<file path="src/rtl/core_pkg.sv">
// Shared core definitions: instruction constants, 2-bit branch counter
// encodings and small decode/update helpers used by the fetch stage.
// Latency: n/a (package). Backpressure: n/a (package).
package core_pkg;

  // Canonical NOP: addi x0, x0, 0
  localparam logic [31:0] NOP_INST      = 32'h0000_0013;
  localparam logic [6:0]  OPCODE_BRANCH = 7'b1100011;
  localparam logic [6:0]  OPCODE_JAL    = 7'b1101111;

  // 2-bit saturating branch history counter; MSB is the taken prediction.
  typedef enum logic [1:0] {
    CNT_SNT = 2'b00,  // strongly not-taken
    CNT_WNT = 2'b01,  // weakly not-taken (reset value)
    CNT_WT  = 2'b10,  // weakly taken
    CNT_ST  = 2'b11   // strongly taken
  } bht_cnt_e;

  // Sign-extended B-type immediate (13-bit byte offset, bit 0 always zero).
  function automatic logic [31:0] bimm(input logic [31:0] inst);
    return {{19{inst[31]}}, inst[31], inst[7], inst[30:25], inst[11:8], 1'b0};
  endfunction

  // Saturating counter update toward the resolved outcome.
  function automatic bht_cnt_e cnt_next(input bht_cnt_e cur, input logic taken);
    bht_cnt_e nxt;
    nxt = cur;
    if (taken) begin
      if (cur != CNT_ST) nxt = bht_cnt_e'(cur + 2'd1);
    end else begin
      if (cur != CNT_SNT) nxt = bht_cnt_e'(cur - 2'd1);
    end
    return nxt;
  endfunction

endpackage

</file>
<file path="src/rtl/inst_fetch_bht.sv">
// Branch history table: 2^IDX_W two-bit saturating counters.
// Latency: read is combinational from the counter flops; write lands on the next edge.
// Backpressure: none; the caller gates wr_en (e.g. with its stall).
//
// Ports:
//   clk, rst          clock, asynchronous active-high reset (all counters -> weakly not-taken)
//   rd_idx / rd_cnt   read index and counter value (pre-update value on a same-index write)
//   wr_en / wr_idx    update strobe and index
//   wr_taken          resolved outcome: 1 increments, 0 decrements, both saturating
module bht
  import core_pkg::*;
#(
  parameter int unsigned IDX_W = 4
) (
  input  logic             clk,
  input  logic             rst,
  input  logic [IDX_W-1:0] rd_idx,
  output logic [1:0]       rd_cnt,
  input  logic             wr_en,
  input  logic [IDX_W-1:0] wr_idx,
  input  logic             wr_taken
);

  localparam int DEPTH = 2 ** IDX_W;

  bht_cnt_e cnt_q [DEPTH];

  always_ff @(posedge clk or posedge rst) begin
    if (rst) begin
      for (int i = 0; i < DEPTH; i++) begin
        cnt_q[i] <= CNT_WNT;
      end
    end else if (wr_en) begin
      cnt_q[wr_idx] <= cnt_next(cnt_q[wr_idx], wr_taken);
    end
  end

  // Reading the flops directly means a same-cycle write is not bypassed:
  // the fetch predicts with the value that existed before the update.
  assign rd_cnt = cnt_q[rd_idx];

endmodule

</file>
<file path="src/rtl/inst_fetch.sv">
// Instruction fetch stage: PC register, next-PC select, IF/ID register, optional bimodal predictor.
// Latency: 1 cycle fetch-to-ID (imem_data_i is combinational on imem_addr_o, captured into IF/ID).
// Backpressure: stall_i holds PC and IF/ID; jmp_i/branch_i redirect and flush IF/ID even while stalled.
//
// Configuration: define BRANCH_PRED_EN to build the BHT and the predicted-taken path;
// without it branch_pred_o is tied low and branch_resolve_i/branch_taken_i are ignored.
//
// Ports:
//   clk, rst                  clock, asynchronous active-high reset
//   stall_i                   hazard stall from ID
//   jmp_i, pc_jmp_i           JAL redirect and target (highest priority)
//   branch_i, pc_branch_i     branch mispredict redirect and corrected PC
//   branch_resolve_i          ID holds a conditional branch this cycle
//   branch_taken_i            its actual outcome
//   imem_addr_o, imem_data_i  instruction memory address (= PC) and same-cycle data
//   pc_o, inst_o              IF/ID register: PC and instruction now in ID
//   branch_pred_o             IF/ID register: prediction made for inst_o
module inst_fetch
  import core_pkg::*;
#(
  parameter logic [31:0] RESET_PC  = 32'h0000_0000,
  parameter int unsigned BHT_IDX_W = 4
) (
  input  logic        clk,
  input  logic        rst,
  input  logic        stall_i,
  input  logic        jmp_i,
  input  logic [31:0] pc_jmp_i,
  input  logic        branch_i,
  input  logic [31:0] pc_branch_i,
  input  logic        branch_resolve_i,
  input  logic        branch_taken_i,
  output logic [31:0] imem_addr_o,
  input  logic [31:0] imem_data_i,
  output logic [31:0] pc_o,
  output logic [31:0] inst_o,
  output logic        branch_pred_o
);

  logic [31:0] pc_q;
  logic [31:0] pc_d;
  logic [31:0] id_pc_q;
  logic [31:0] id_inst_q;
  logic        redirect;

  assign redirect    = jmp_i | branch_i;
  assign imem_addr_o = pc_q;

`ifdef BRANCH_PRED_EN
  logic [BHT_IDX_W-1:0] bht_rd_idx;
  logic [BHT_IDX_W-1:0] bht_wr_idx;
  logic [1:0]           bht_rd_cnt;
  logic                 bht_we;
  logic                 pred_taken;
  logic                 id_pred_q;

  assign bht_rd_idx = pc_q[BHT_IDX_W+1:2];
  // The branch being resolved is the one sitting in IF/ID.
  assign bht_wr_idx = id_pc_q[BHT_IDX_W+1:2];
  // A stalled ID will present the same branch again, so only count it once.
  assign bht_we     = branch_resolve_i & ~stall_i;

  bht #(
    .IDX_W (BHT_IDX_W)
  ) u_bht (
    .clk      (clk),
    .rst      (rst),
    .rd_idx   (bht_rd_idx),
    .rd_cnt   (bht_rd_cnt),
    .wr_en    (bht_we),
    .wr_idx   (bht_wr_idx),
    .wr_taken (branch_taken_i)
  );

  assign pred_taken = (imem_data_i[6:0] == OPCODE_BRANCH) & bht_rd_cnt[1];

  always_ff @(posedge clk or posedge rst) begin
    if (rst) begin
      id_pred_q <= 1'b0;
    end else if (redirect) begin
      id_pred_q <= 1'b0;
    end else if (!stall_i) begin
      id_pred_q <= pred_taken;
    end
  end

  assign branch_pred_o = id_pred_q;
`else
  logic unused_pred_inputs;
  assign unused_pred_inputs = branch_resolve_i ^ branch_taken_i;
  assign branch_pred_o      = 1'b0;
`endif

  // Next-PC priority: jump, mispredict, stall, predicted-taken, sequential.
  always_comb begin
    pc_d = pc_q + 32'd4;
    if (jmp_i) begin
      pc_d = pc_jmp_i;
    end else if (branch_i) begin
      pc_d = pc_branch_i;
    end else if (stall_i) begin
      pc_d = pc_q;
    end
`ifdef BRANCH_PRED_EN
    else if (pred_taken) begin
      pc_d = pc_q + bimm(imem_data_i);
    end
`endif
  end

  always_ff @(posedge clk or posedge rst) begin
    if (rst) begin
      pc_q      <= RESET_PC;
      id_pc_q   <= 32'h0;
      id_inst_q <= NOP_INST;
    end else begin
      pc_q <= pc_d;
      // A redirect kills the instruction fetched down the wrong path,
      // and must win over a stall so the bubble reaches ID.
      if (redirect) begin
        id_pc_q   <= 32'h0;
        id_inst_q <= NOP_INST;
      end else if (!stall_i) begin
        id_pc_q   <= pc_q;
        id_inst_q <= imem_data_i;
      end
    end
  end

  assign pc_o   = id_pc_q;
  assign inst_o = id_inst_q;

endmodule
</file>
<file path="config.mk">
export PLATFORM = sky130hd
export DESIGN_NAME = inst_fetch
export DESIGN_NICKNAME = d
export VERILOG_FILES = /design/src/rtl/core_pkg.sv /design/src/rtl/inst_fetch_bht.sv /design/src/rtl/inst_fetch.sv
export SDC_FILE = /design/constraint.sdc
export NUM_CORES = 1
export LEC_CHECK = 0
export BUFFER_PORTS_ARGS = -buffer_cell sky130_fd_sc_hd__clkbuf_2
export CAP_MARGIN = 20
export CORE_ASPECT_RATIO = 0.75
export CORE_MARGIN = 4
export CORE_UTILIZATION = 48
export DETAILED_ROUTE_END_ITERATION = 16
export MAX_ROUTING_LAYER = met4
export PLACE_DENSITY = 0.78
export SLEW_MARGIN = 20
export SYNTH_ARGS = -nofsm -noshare
export SYNTH_HDL_FRONTEND = slang
export SYNTH_SLANG_ARGS = --single-unit
</file>
<file path="constraint.sdc">
create_clock -name clk -period 3.29 [get_ports clk]
set_input_delay 0.329 -clock clk [delete_from_list [all_inputs] [get_ports clk]]
set_output_delay 0.329 -clock clk [all_outputs]
set_load 0.005 [all_outputs]
</file>
==> results <==
- The remaining antenna violation count is 0.
- The setup check on the worst reg-to-reg path leaves a slack of 940 ps.
- The die covers about 12000 um2.
- The flow ran to the end, and the final reports show no timing, DRC or antenna violations.
- The total power consumption of the routed design is ~2.9 mW.
- At the later pin of the worst-skew pair, clock insertion delay measures 350 ps.
- The die outline width is 123.8 um.
- Power spread over the standard cell area amounts to ~470 nW/um2.
- The number of top-level pins is 200.
- The number of clock sinks is 96.
- The initial utilization of the core area, before any placement, comes to 49.60%.
- Across every metal layer, demand over resource in global routing totals 24.78%.
- Once detailed placement completed, the half-perimeter wirelength came to 10240 um.
- Among cell families on the critical path, the largest total delay comes from simple AND/OR/NAND/NOR gates.
- The share of synthesized area in the top cell type comes to 48.20%.
- The number of global-route vias before repair is ~4400.
- TritonCTS built the clock tree.
- Data arrives at the worst endpoint at ~2600 ps.
- The delay of the slowest cell on the worst path is 620 ps.
- STA puts the critical path data required time at between 3000 and 4000 ps.
- The count of input and output buffers is 196.
- The signal on the critical path passes through ha_1 -> nand4_1 -> nor4_4 -> nand3_2 -> or3_1 -> a31oi_1.
- Setup total negative slack on the finished layout was measured at 0 ps.
- In this run the worst path has a maximum fanout of 10.
- The number of setup buffers added after CTS is 0.
- The max-slew violation total from the final report is 0.
- The final layout contains routed wiring with a total length of 14410 um.
- The most common flop cell mapped by yosys is dfrtp_1.
- Among all cell types in the netlist, the one instantiated most often is dfrtp_1.
- Across the routed clock network, the largest skew measured is 6.670 ps.
- The number of flops mapped to enable cells by yosys is 0.
- The via total after detailed routing is 4567.
- After clock tree synthesis, the repair step resized 0 gates.
- In this run, distinct cell masters in the synthesized netlist total slightly above 50.
- The first global-routing pass estimated approximately 22000 um of wire.
- The number of hold violations in the final report is 0.
- The CTS root buffer is clkbuf_16.
- The floorplan has 31 rows.
- Counting cells, the worst reg-to-reg path comes to 6.
- The share of the clock period used by the worst path after layout is between 70% and 80%.
- The cell area that synthesis handed to floorplanning was 4828 um2.
- The cell with the largest stage delay on the worst path is nor4_4.
- The type of destination of the critical path is a flop.
- The static leakage is between 3 and 4 nW.
- The number of maximum-capacitance constraint violations is 0.
- The fraction of layout instances using a drive strength above 1 is 33.53%.
- Counting the fill cells in the layout gives 816.
- The DRC marker count from the first detailed-route iteration is 376.
- Setup violations remaining at the end of the flow were counted as 0.
- The floorplan step defined a core boundary enclosing 9736 um2.
- The number of DRC violations after detailed routing is 0.
- The area growth from synthesis to final layout is 27.93%.
- Entering global routing, the biggest net connects 78 pins.
- Counting instances in the post-synthesis netlist gives the leading cell types as dfrtp_1 (93), nor2_1 (83), mux2i_1 (67).
- The tightest min-delay check is of the input port to async pin type.
- The number of diodes added for antenna fixing is 0.
- The net count of the finished layout is 779.
- The first-pass iteration count of the detailed router is 5.
- STA classifies the critical path startpoint as a flop.
- For the pin with the worst max-slew slack, the measured transition is 1011 ps.
- The depth of the critical timing path with buffers and inverters included is 6.
- The synthesized design spends more area on one cell type than any other, namely dfrtp_1.
- The startpoint identified for the worst register-to-register timing path is imem_addr_o[2].
- Yosys attributes the largest share of cell area to dfrtp_1 (48%), mux2i_1 (14%), nor2_1 (6.5%), o21ai_0 (2.8%), o22ai_1 (2.3%).
- The time the worst path needs with I/O delays and setup is around 2400 ps.
- The via density per instance is 5.624.
- The kind of critical path is flop to flop.
- The number of levels the H-tree was split into is 3.
- The maximum count of clock buffers along a single path is 2.
- The count of buffer and inverter cells on the critical path is 0.
- The mean cell area of the mapped netlist is 9.754 um2.
- Derived from the worst setup path, the maximum achievable clock frequency is 0.4253 GHz.
- The synthesized net count is 599.
- Across the VDD grid, the largest voltage drop is between 300 and 400 uV.
- The residual overflow from global routing is 0.
- The initial antenna violation count is 0.
- The vertical extent of the die is approximately 95 um.
- During synthesis, Yosys emitted a total of 0 warnings.
- Summing the sequential cell areas from Yosys gives 49.83% of the chip area.
- In this run the tightest slew margin relative to its limit is around 32%.
- The routed length per instance is around 18 um.
- Setup repair after global routing left no endpoint under its margin.
- The clock transition at the registers of the reported paths is around 70 ps.
- The endpoint of the lowest-slack register-to-register path is imem_addr_o[18].
- In this run, CTS created clock tree buffers numbering 9.
- The synthesized instance count is 495.
- After synthesis, the share of flip-flops with an asynchronous set or reset is 100.0%.
- The synthesized design contains 96 register bits.
- The routability congestion estimate from global placement is about 0.83.
- The number of hold buffers added after CTS was 0.
-- state kept, by name, indices dropped and copies added (netlist names) --
register,cells
pc_o,32
inst_o,32
imem_addr_o,32
-- worst max path at each step --
stage,from,endpoint,slack [ps]
4_1_cts,imem_addr_o[2],imem_addr_o[18],970
3_3_place_gp,jmp_i,imem_addr_o[23],1040
2_1_floorplan,rst,imem_addr_o[0],460
3_5_place_dp,jmp_i,imem_addr_o[23],940
6_report,imem_addr_o[2],imem_addr_o[18],940
5_1_grt,imem_addr_o[2],imem_addr_o[18],790
-- cell families (layout without fill, tap and decap cells) --
family	after synthesis	count (layout)	share of synthesized area, %
xor gates and xnor gates	7	7	1.270
DFF	96	96	49.83
buffers and inverters	43	228	3.654
and+or+nand+nor	168	168	16.84
muxes	67	67	13.89
AOI/OAI and AO/OA	112	112	14.17
adders and majority gates	1	1	0.2591
other	1	1	0.07767
-- metrics by stage --
step / util (%) / instance area, um2 / std cells / hold slack (ps) / worst slack (ps)
after global routing: 63.45 / 6177 / 812 / 131.6 / 792.7
after global placement: 60.49 / 5889 / 796 / 476.6 / 1040
after floorplan: - / 4828 / 495 / 446.0 / 460.6
after CTS: 63.45 / 6177 / 812 / 106.2 / 971.1
after detailed placement: 60.49 / 5889 / 796 / 482.9 / 936.3
final: 63.45 / 6177 / 812 / 88.45 / 938.9
-- final cells by class --
type | count | area [um2] | area share (%)
clock inverter | 7 | 62.56 | 1.013
tap | 132 | 165.2 | 2.674
timing repair buffer | 203 | 1036 | 16.77
sequential | 96 | 2406 | 38.95
multi-input combinational | 356 | 2246 | 36.36
inverter | 9 | 36.28 | 0.5874
clock buffer | 9 | 225.2 | 3.646
-- routing by layer --
layer,track usage (%),wire length (um),vias to the layer above
met5,-,0,-
met4,7.742,225,0
met3,5.090,1096,20
met2,39.05,7151,221
met1,32.33,5935,2193
li1,-,-,2133
-- layout by cell type (no fill, tap or decap), drive strengths merged, types with 4 or more instances in the layout --
cell type	n
nor2b	6
nand2b	4
dfrtp	93
nor4	5
xor2	7
and3	6
a31oi	14
inv	13
nand2	28
clkbuf	204
nand3	6
a21oi	17
buf	8
nor3	7
nor2	83
o22ai	18
nand4	12
mux2i	67
o31ai	4
o21ai	36
-- power breakdown --
part	switching (mW)	internal (mW)
logic	0.281	0.226
registers	0.111	1.26
clock network	0.495	0.529
total	0.888	2.01
No activity file was read; power rests on OpenSTA's default activity.
